### src/rtl/alu_seq_if.sv
// Issue/result bundle between main control and the ALU control / multiply-divide sequencer.
interface alu_seq_if #(parameter int WIDTH = 32);
  logic [5:0]       op;
  logic [5:0]       funct;
  logic             start;
  logic [WIDTH-1:0] a;
  logic [WIDTH-1:0] b;
  logic [3:0]       control;
  logic             busy;
  logic             done;
  logic             stall;
  logic [WIDTH-1:0] hi;
  logic [WIDTH-1:0] lo;

  modport master (output op, funct, start, a, b,
                  input  control, busy, done, stall, hi, lo);
  modport slave  (input  op, funct, start, a, b,
                  output control, busy, done, stall, hi, lo);
endinterface

### src/rtl/alu_seq_control.sv
// ALU control decode plus an iterative shift-add multiplier / restoring divider writing HI/LO.
module alu_seq_control #(
  parameter int WIDTH  = 32,
  parameter bit DIV_EN = 1'b1
) (
  input  logic       clk,
  input  logic       rst,
  alu_seq_if.slave   bus
);
  localparam int         CW      = $clog2(WIDTH + 1);
  localparam logic [5:0] OP_R    = 6'b000010;
  localparam logic [5:0] F_MULT  = 6'b011000;
  localparam logic [5:0] F_MULTU = 6'b011001;
  localparam logic [5:0] F_DIV   = 6'b011010;
  localparam logic [5:0] F_DIVU  = 6'b011011;
  localparam logic [5:0] F_MFHI  = 6'b010000;
  localparam logic [5:0] F_MFLO  = 6'b010010;

  typedef enum logic [1:0] {S_IDLE, S_MUL, S_DIV, S_DONE} state_t;

  state_t             state_q;
  logic [CW-1:0]      cnt_q;
  logic [2*WIDTH-1:0] acc_q, acc_d, prod;
  logic [WIDTH-1:0]   dvs_q, hi_q, lo_q, quo, rem, a_mag, b_mag;
  logic [WIDTH:0]     mul_sum, rem_sh, diff;
  logic               neg_q, rneg_q, busy_q, done_q;
  logic               is_mul, is_div, sgn, sdiff;
  logic [3:0]         ctrl;

  always_comb begin
    ctrl = 4'b0000;
    case (bus.op)
      6'b000000: ctrl = 4'b0010;
      6'b000001: ctrl = 4'b0110;
      6'b001101: ctrl = 4'b0001;
      6'b001100: ctrl = 4'b0000;
      6'b001001: ctrl = 4'b0100;
      6'b001010: ctrl = 4'b0111;
      6'b001011: ctrl = 4'b1011;
      6'b001111: ctrl = 4'b1010;
      6'b101001: ctrl = 4'b1100;
      6'b101000: ctrl = 4'b1101;
      OP_R: begin
        case (bus.funct)
          6'b100100:         ctrl = 4'b0000;
          6'b100101:         ctrl = 4'b0001;
          6'b100000,
          6'b001000:         ctrl = 4'b0010;
          6'b100110:         ctrl = 4'b0011;
          6'b100001:         ctrl = 4'b0100;
          6'b100011:         ctrl = 4'b0101;
          6'b100010:         ctrl = 4'b0110;
          6'b101010:         ctrl = 4'b0111;
          6'b101011:         ctrl = 4'b1011;
          6'b001101:         ctrl = 4'b1111;
          F_MULT:            ctrl = 4'b1000;
          F_MULTU:           ctrl = 4'b1001;
          F_DIV, F_DIVU:     ctrl = DIV_EN ? 4'b1110 : 4'b0000;
          F_MFHI, F_MFLO:    ctrl = 4'b1110;
          default:           ctrl = 4'b0000;
        endcase
      end
      default: ctrl = 4'b0000;
    endcase
  end

  assign is_mul = (bus.op == OP_R) && (bus.funct == F_MULT || bus.funct == F_MULTU);
  assign is_div = DIV_EN && (bus.op == OP_R) && (bus.funct == F_DIV || bus.funct == F_DIVU);
  // Signed variants (mult, div) have an even funct code.
  assign sgn    = ~bus.funct[0];
  assign sdiff  = sgn & (bus.a[WIDTH-1] ^ bus.b[WIDTH-1]);
  assign a_mag  = (sgn && bus.a[WIDTH-1]) ? -bus.a : bus.a;
  assign b_mag  = (sgn && bus.b[WIDTH-1]) ? -bus.b : bus.b;

  // acc holds {partial product, remaining multiplier} or {partial remainder, dividend/quotient}.
  always_comb begin
    mul_sum = {1'b0, acc_q[2*WIDTH-1:WIDTH]} + {1'b0, (acc_q[0] ? dvs_q : '0)};
    rem_sh  = acc_q[2*WIDTH-1:WIDTH-1];
    diff    = rem_sh - {1'b0, dvs_q};
    if (state_q == S_DIV)
      acc_d = diff[WIDTH] ? {rem_sh[WIDTH-1:0], acc_q[WIDTH-2:0], 1'b0}
                          : {diff[WIDTH-1:0],   acc_q[WIDTH-2:0], 1'b1};
    else
      acc_d = {mul_sum, acc_q[WIDTH-1:1]};
  end

  assign prod = neg_q  ? -acc_d : acc_d;
  assign quo  = neg_q  ? -acc_d[WIDTH-1:0] : acc_d[WIDTH-1:0];
  assign rem  = rneg_q ? -acc_d[2*WIDTH-1:WIDTH] : acc_d[2*WIDTH-1:WIDTH];

  always_ff @(posedge clk) begin
    if (rst) begin
      state_q <= S_IDLE;
      cnt_q   <= '0;
      acc_q   <= '0;
      dvs_q   <= '0;
      neg_q   <= 1'b0;
      rneg_q  <= 1'b0;
      hi_q    <= '0;
      lo_q    <= '0;
      busy_q  <= 1'b0;
      done_q  <= 1'b0;
    end else begin
      case (state_q)
        S_IDLE: begin
          if (bus.start && is_mul) begin
            state_q <= S_MUL;
            busy_q  <= 1'b1;
            cnt_q   <= CW'(WIDTH);
            acc_q   <= {{WIDTH{1'b0}}, b_mag};
            dvs_q   <= a_mag;
            neg_q   <= sdiff;
          end else if (bus.start && is_div) begin
            if (bus.b == '0) begin
              state_q <= S_DONE;
              done_q  <= 1'b1;
              lo_q    <= '1;
              hi_q    <= bus.a;
            end else begin
              state_q <= S_DIV;
              busy_q  <= 1'b1;
              cnt_q   <= CW'(WIDTH);
              acc_q   <= {{WIDTH{1'b0}}, a_mag};
              dvs_q   <= b_mag;
              neg_q   <= sdiff;
              rneg_q  <= sgn & bus.a[WIDTH-1];
            end
          end
        end
        S_MUL, S_DIV: begin
          acc_q <= acc_d;
          cnt_q <= cnt_q - 1'b1;
          if (cnt_q == CW'(1)) begin
            state_q <= S_DONE;
            busy_q  <= 1'b0;
            done_q  <= 1'b1;
            if (state_q == S_MUL) begin
              {hi_q, lo_q} <= prod;
            end else begin
              lo_q <= quo;
              hi_q <= rem;
            end
          end
        end
        default: begin
          state_q <= S_IDLE;
          done_q  <= 1'b0;
        end
      endcase
    end
  end

  assign bus.control = ctrl;
  assign bus.busy    = busy_q;
  assign bus.done    = done_q;
  assign bus.hi      = hi_q;
  assign bus.lo      = lo_q;
  assign bus.stall   = (busy_q || done_q) && (bus.op == OP_R) &&
                       (bus.funct == F_MFHI || bus.funct == F_MFLO || bus.funct == F_MULT ||
                        bus.funct == F_MULTU || bus.funct == F_DIV || bus.funct == F_DIVU);
endmodule
### src/flat_wrapper.sv
// flat-port wrapper written by rule: the top's interface ports become plain ports
module alu_seq_control_flat 
#(
  parameter int WIDTH  = 32,
  parameter bit DIV_EN = 1'b1
)
  (clk, rst, bus_op, bus_funct, bus_start, bus_a, bus_b, bus_control, bus_busy, bus_done, bus_stall, bus_hi, bus_lo);
  alu_seq_if #(.WIDTH(WIDTH)) bus_i ();
  input  logic clk;
  input  logic rst;
  input wire logic [$bits(bus_i.op)-1:0] bus_op;
  input wire logic [$bits(bus_i.funct)-1:0] bus_funct;
  input wire logic [$bits(bus_i.start)-1:0] bus_start;
  input wire logic [$bits(bus_i.a)-1:0] bus_a;
  input wire logic [$bits(bus_i.b)-1:0] bus_b;
  output wire logic [$bits(bus_i.control)-1:0] bus_control;
  output wire logic [$bits(bus_i.busy)-1:0] bus_busy;
  output wire logic [$bits(bus_i.done)-1:0] bus_done;
  output wire logic [$bits(bus_i.stall)-1:0] bus_stall;
  output wire logic [$bits(bus_i.hi)-1:0] bus_hi;
  output wire logic [$bits(bus_i.lo)-1:0] bus_lo;
  assign bus_i.op = bus_op;
  assign bus_i.funct = bus_funct;
  assign bus_i.start = bus_start;
  assign bus_i.a = bus_a;
  assign bus_i.b = bus_b;
  assign bus_control = bus_i.control;
  assign bus_busy = bus_i.busy;
  assign bus_done = bus_i.done;
  assign bus_stall = bus_i.stall;
  assign bus_hi = bus_i.hi;
  assign bus_lo = bus_i.lo;
  alu_seq_control #(.WIDTH(WIDTH), .DIV_EN(DIV_EN)) u_core (.clk(clk), .rst(rst), .bus(bus_i));
endmodule
### config.mk
export PLATFORM = sky130hd
export DESIGN_NAME = alu_seq_control_flat
export DESIGN_NICKNAME = d
export VERILOG_FILES = /design/src/rtl/alu_seq_if.sv /design/src/rtl/alu_seq_control.sv /design/src/flat_wrapper.sv
export SDC_FILE = /design/constraint.sdc
export NUM_CORES = 1
export LEC_CHECK = 0
export ABC_AREA = 1
export BUFFER_PORTS_ARGS = -buffer_cell sky130_fd_sc_hd__buf_2
export CORE_MARGIN = 4
export CORE_UTILIZATION = 45
export CTS_CLUSTER_DIAMETER = 60
export DETAILED_ROUTE_END_ITERATION = 10
export GPL_TIMING_DRIVEN = 0
export PLACE_DENSITY = 0.65
export SETUP_SLACK_MARGIN = 0.3
export SLEW_MARGIN = 5
export SYNTH_ARGS = -nofsm -noshare
export SYNTH_HDL_FRONTEND = slang
export SYNTH_SLANG_ARGS = --single-unit
### constraint.sdc
create_clock -name clk -period 4 [get_ports clk]
set_input_delay 0.4 -clock clk [delete_from_list [all_inputs] [get_ports clk]]
set_output_delay 0.4 -clock clk [all_outputs]
set_load 0.01 [all_outputs]
==> flow_summary.json, run 1 <==
{
  "critPathTopFamily": "simple AND/OR/NAND/NOR gates",
  "finalSetupViolations": 0,
  "root_buffer": "clkbuf_16",
  "drc": 0,
  "p_leak_nw": 10.2,
  "grt_pass1_wl_um": 120000,
  "rr_worst_depth": 30,
  "overflow": 0,
  "synth.most_common_cell": "nand2_1",
  "outcome": "complete, no violations",
  "viasPerCell": 5.69,
  "first_global_vias": 19919,
  "cts_made_buffers": 17,
  "core_sq_mm": 0.0377,
  "fin_area_sq_mm": 0.0209,
  "ys_top_cells_by_count": "nand2_1, inv_1, nor2_1",
  "synth-seq-cells": 172,
  "max_stage_delay_ns": 0.39,
  "synth_top_cell_by_area": "dfxtp_1",
  "hold_path.class": "input pin to flop",
  "endpoint_kind": "flop",
  "synth_seq_area_share_pct": 20.0,
  "worstMarginPinSlew_ns": 1.04,
  "start_util_pct": 45.6,
  "ant_nets": 0,
  "maxCapViolations": 0,
  "synthesis.area_sq_mm": 0.0172,
  "cp_common_cell": "nand2_1",
  "crit_cells": 30,
  "die_y_um": 203,
  "antenna_found_initial": 0,
  "min_path_cells": 3,
  "yosys_warnings": 0,
  "synthArstFlopShare_pct": 0,
  "gr-usage-all-layers_pct": 38.1,
  "dpl.hpwl_um": 67200,
  "grt_max_degree": 18,
  "drtIter0Drc": 2072,
  "slew_violations": 0,
  "critical_path_class": "flop to flop",
  "synth_ff_type": "dfxtp_1",
  "finalWorstSetupSlack_ns": 0.0514,
  "max_slew_margin_pct": 30.1,
  "finalHoldViolCount": 0,
  "pin_count": 150,
  "gp_congestion": 1.04,
  "place_area_sq_mm": 0.0186,
  "insertion_delay_ns": 0.48,
  "skew_ns": 0.0177,
  "nNetsFinal": 3380,
  "timing.fmax_mhz": 253,
  "fin_crit_sh_pct": 98.7,
  "synth.top_cell.area_share_pct": 20.0,
  "fp.dieArea_sq_mm": 0.0414,
  "critical_path_buf_inv_count": 10,
  "synth_cell_types": 53,
  "cp.arrival_ns": 4.26,
  "n_antenna_cell": 0,
  "worstPathRequired_ns": 4.31,
  "vias": 21314,
  "place_worst_setup_slack_ns": -1.06,
  "synthTopCellsByArea": "dfxtp_1, nand2_1, inv_1",
  "clock-sinks": 172,
  "cts_tree": "yes",
  "rsz0062_at_grt": "true",
  "htree_levels": 4,
  "start_kind": "flop",
  "drive_gt1_share_pct": 19.0,
  "wl_per_cell_um": 22.1,
  "crit_slowest_cell": "dfxtp_2",
  "synth_edf_count": 0,
  "cp_max_fo": 8,
  "clk_pin_slew_ns": 0.08,
  "dieWidth_um": 203,
  "ir_worst_vdd_mv": 0.315,
  "routed_wl_um": 82800,
  "syn-instance-count": 2995,
  "syn_to_final_growth_pct": 21.7,
  "clockBufferDepth": 2,
  "num_rows": 71,
  "syn-num-nets": 3155,
  "port_buffers": 147,
  "setup_tns_ns": 0,
  "power_density_mw_per_mm2": 215,
  "firstDrtPassIters": 9,
  "period_minus_slack_ns": 3.95,
  "syn_area_per_cell_sq_um": 5.74
}
==> cell usage in the layout (no fill, tap or decap), types with 29 or more instances in the layout <==
master / count
nand3_2: 29
xor2_1: 73
nand2_2: 69
nand2_1: 827
nor2_2: 29
nor3_1: 37
nand4_1: 30
dfxtp_1: 135
nand3_1: 147
nor2_4: 29
ha_1: 48
a31oi_1: 33
buf_2: 162
inv_1: 410
a21oi_1: 219
o21ai_0: 162
clkbuf_1: 72
nor2_1: 248
buf_4: 53
==> layer usage <==
| layer | up-vias | wire [um] | GRT usage [%] |
|---|---|---|---|
| met2 | 1017 | 38800 | 64.4 |
| met3 | 278 | 5580 | 5.25 |
| met5 | - | 0 | 0 |
| met1 | 9899 | 31600 | 45.4 |
| met4 | 0 | 6790 | 24.8 |
| li1 | 10120 | - | - |
==> flip-flops by register name, indices dropped and copies added (netlist names) <==
signal	cells
u_core.acc_q	64
u_core.bus.busy	1
u_core.bus.done	1
u_core.bus.hi	32
u_core.bus.lo	32
u_core.cnt_q	6
u_core.dvs_q	32
u_core.neg_q	1
u_core.rneg_q	1
u_core.state_q	2
==> worst paths after layout <==
check	startpoint	end	slack, ns
setup / recovery	u_core.dvs_q[23]	u_core.bus.hi[30]	0.05
hold / removal	bus_b[0]	u_core.dvs_q[0]	0.25
setup reg to reg	u_core.dvs_q[23]	u_core.bus.hi[30]	0.05
hold reg to reg	u_core.bus.hi[28]	u_core.bus.hi[28]	0.47
==> worst reg2reg max path: cells and delay by family (launching register included) <==
| kind | cells | cell delay (ns) |
|---|---|---|
| and+or+nand+nor | 17 | 1.77 |
| buffers and inverters | 10 | 1.08 |
| DFF | 1 | 0.39 |
| adders and majority gates | 1 | 0.28 |
| AOI/OAI and AO/OA | 2 | 0.26 |
==> kinds of logic after synthesis <==
family / after synthesis / share of synthesized area [%]
buffers and inverters: 546 / 12.3
AOI/OAI and AO/OA: 564 / 18.4
adders and majority gates: 81 / 5.98
muxes: 3 / 0.175
DFF: 172 / 20.0
xor gates and xnor gates: 103 / 5.25
and+or+nand+nor: 1526 / 37.8
==> where the power goes <==
group	internal (W)	switching [W]
Sequential	0.00171	0.00000854
Combinational	0.000337	0.000703
Clock	0.000883	0.000860
==> layout make-up <==
type                    count  area (sq um)
fillers                  3882         16700
multi-input cells        2277         12800
flip-flops and latches    172          3520
inverters                 439          1670
repair buffers            206          1210
well taps                 511           639
plain buffers             107           509
clock buffers              18           429
clock inverters            14           159
==> metrics by stage <==
step                      util (%)  hold WS [ns]  cells  total power [W]
final                         55.5         0.245   3744          0.00451
after detailed placement      49.3         0.457   3653          0.00262
after CTS                     52.7         0.237   3715          0.00439
after global routing          55.5         0.270   3744          0.00464
after floorplan                  -         0.445   2995          0.00228
after global placement        49.3         0.452   3653          0.00261
==> timing repair <==
| item | in CTS | in global routing |
|---|---|---|
| endpoints found under the hold margin | 0 | 0 |
| resized for setup | 152 | 215 |
| pin swaps | 27 | 59 |
| setup endpoints to repair | 45 | 39 |
| hold buffers | 0 | 0 |
| buffers inserted | 30 | 29 |
No activity file was read; power rests on OpenSTA's default activity.
==> run 2, diff against run 1 <==
--- a/config.mk
+++ b/config.mk
@@ -7,13 +7,15 @@
 export LEC_CHECK = 0
 export ABC_AREA = 1
 export BUFFER_PORTS_ARGS = -buffer_cell sky130_fd_sc_hd__buf_2
+export CELL_PAD_IN_SITES_DETAIL_PLACEMENT = 0
+export CELL_PAD_IN_SITES_GLOBAL_PLACEMENT = 1
 export CORE_MARGIN = 4
-export CORE_UTILIZATION = 45
+export CORE_UTILIZATION = 38
 export CTS_CLUSTER_DIAMETER = 60
 export DETAILED_ROUTE_END_ITERATION = 10
-export GPL_TIMING_DRIVEN = 0
-export PLACE_DENSITY = 0.65
+export PLACE_DENSITY_LB_ADDON = 0.1
 export SETUP_SLACK_MARGIN = 0.3
+export SKIP_CTS_REPAIR_TIMING = 1
 export SLEW_MARGIN = 5
 export SYNTH_ARGS = -nofsm -noshare
 export SYNTH_HDL_FRONTEND = slang
==> run 2 against run 1 <==
Critical path type unchanged. Final cell count up 4.5%. Worst setup slack better by 0.16 ns. Wire length is 0.55% lower. Critical endpoint is now u_core.bus.hi[16]. Final area up 1.3%. Combinational power decreased by 6%. Register-to-register slack gained 0.16 ns. Clock skew shrank 0.0024 ns. Total power fell by 1.2%.
==> flow_summary.json, run 2 (synthesis results as in run 1) <==
{
  "outcome": "complete, no violations",
  "start_kind": "flop",
  "finalHoldViolCount": 0,
  "timing.fmax_mhz": 264,
  "syn_to_final_growth_pct": 23.3,
  "dpl.hpwl_um": 67200,
  "setup_tns_ns": 0,
  "clockBufferDepth": 2,
  "largest_reg_flops": 64,
  "fp.dieArea_sq_mm": 0.0487,
  "maxCapViolations": 0,
  "hp-start": "bus_b[0]",
  "layout_common_cells": "nand2_1, inv_1, nor2_1, buf_4, a21oi_1",
  "p_leak_nw": 10.8,
  "drive_gt1_share_pct": 18.9,
  "finalSetupViolations": 0,
  "cp_max_fo": 3,
  "die_y_um": 221,
  "rsz0062_at_grt": "true",
  "layout_commonest_cell": "nand2_1",
  "max_slew_margin_pct": 32.4,
  "routed_wl_um": 82300,
  "fin_area_sq_mm": 0.0212,
  "endpoint_kind": "flop",
  "port_buffers": 149,
  "dieWidth_um": 221,
  "skew_ns": 0.0153,
  "critical_path_class": "flop to flop",
  "vias": 21015,
  "insertion_delay_ns": 0.48,
  "cp_common_cell": "nand2_1",
  "overflow": 0,
  "max_stage_delay_ns": 0.33,
  "place_area_sq_mm": 0.0201,
  "pin_count": 150,
  "slew_violations": 0,
  "clk_pin_slew_ns": 0.08,
  "worstMarginPinSlew_ns": 1.01,
  "num_rows": 77,
  "viasPerCell": 5.37,
  "crit_slowest_cell": "dfxtp_1",
  "critical_path_buf_inv_count": 6,
  "grt_max_degree": 74,
  "hold_path.class": "input pin to flop",
  "first_global_vias": 19861,
  "firstDrtPassIters": 6,
  "period_minus_slack_ns": 3.79,
  "worstPathRequired_ns": 4.32,
  "antenna_found_initial": 0,
  "drc": 0,
  "regMostFlops": "u_core.acc_q",
  "cts_made_buffers": 17,
  "crit_path_start": "u_core.dvs_q[18]",
  "htree_levels": 4,
  "nNetsFinal": 3467,
  "drtIter0Drc": 1913,
  "gp_congestion": 0.967,
  "cp.arrival_ns": 4.11,
  "instances_no_fill": 3912,
  "finalPower_w": 0.00445,
  "fin_crit_sh_pct": 94.6,
  "holdWs_ns": 0.253,
  "power_density_mw_per_mm2": 210,
  "grt_pass1_wl_um": 120000,
  "ir_worst_vdd_mv": 0.233,
  "wl_per_cell_um": 21.0,
  "cts_tree": "yes",
  "n_antenna_cell": 0,
  "r2r-start": "u_core.dvs_q[18]",
  "gr-usage-all-layers_pct": 33.0,
  "ant_nets": 0,
  "clock-sinks": 172,
  "dp.cells": 3865,
  "root_buffer": "clkbuf_16",
  "core_sq_mm": 0.0445,
  "start_util_pct": 38.6,
  "critPathTopFamily": "simple AND/OR/NAND/NOR gates"
}
## run 2: cell count changes in the layout (fill, tap and decap cells not counted), sizes merged
cell,delta
clkinv,-6
bufinv,-1
clkbuf,-75
buf,+164
clkinvlp,+1
inv,+4
## run 2: area by class of cell
cell class	count	area (sq um)
fillers	4930	23300
multi-input cells	2277	12100
flip-flops and latches	172	3450
repair buffers	400	2700
inverters	439	1650
well taps	592	741
clock buffers	20	457
clock inverters	12	123
## run 2: per-stage QoR
stage	setup WS, ns	utilization [%]
after floorplan	0.338	-
after global placement	-0.0244	45.1
after detailed placement	-0.0432	45.1
after CTS	-0.0684	46.4
after global routing	-0.0514	47.6
final	0.214	47.6
## run 2: path summary, 6_finish.rpt
| path | slack [ns] | cells past startpoint | to |
|---|---|---|---|
| setup / recovery | 0.21 | 27 | u_core.bus.hi[16] |
| hold / removal | 0.25 | 3 | u_core.dvs_q[0] |
| setup reg to reg | 0.21 | 27 | u_core.bus.hi[16] |
| hold reg to reg | 0.47 | 2 | u_core.bus.hi[25] |
## run 2: report_power, final
part	leakage [nW]	total [W]	internal (W)	switching, W
clock network	0.278	0.00175	0.000859	0.000889
registers	1.39	0.00173	0.00172	0.00000944
logic	9.15	0.000974	0.000320	0.000654
total	10.8	0.00445	0.00290	0.00155
## run 2: worst min-delay path: stages
cell and delay [ns]:
buf_2 0.13, nand2_1 0.07, a31oi_1 0.07
## run 2: per-layer routing
layer  wire length [um]  track usage (%)  vias up  share of wire (%)
met4               5500             18.3        0                6.7
met3               3700             3.28      190                4.5
met2              40300             58.0      690                 49
met5                  0                0        -                  0
met1              32800             39.4     9864                 40
li1                   -                -    10271                  -
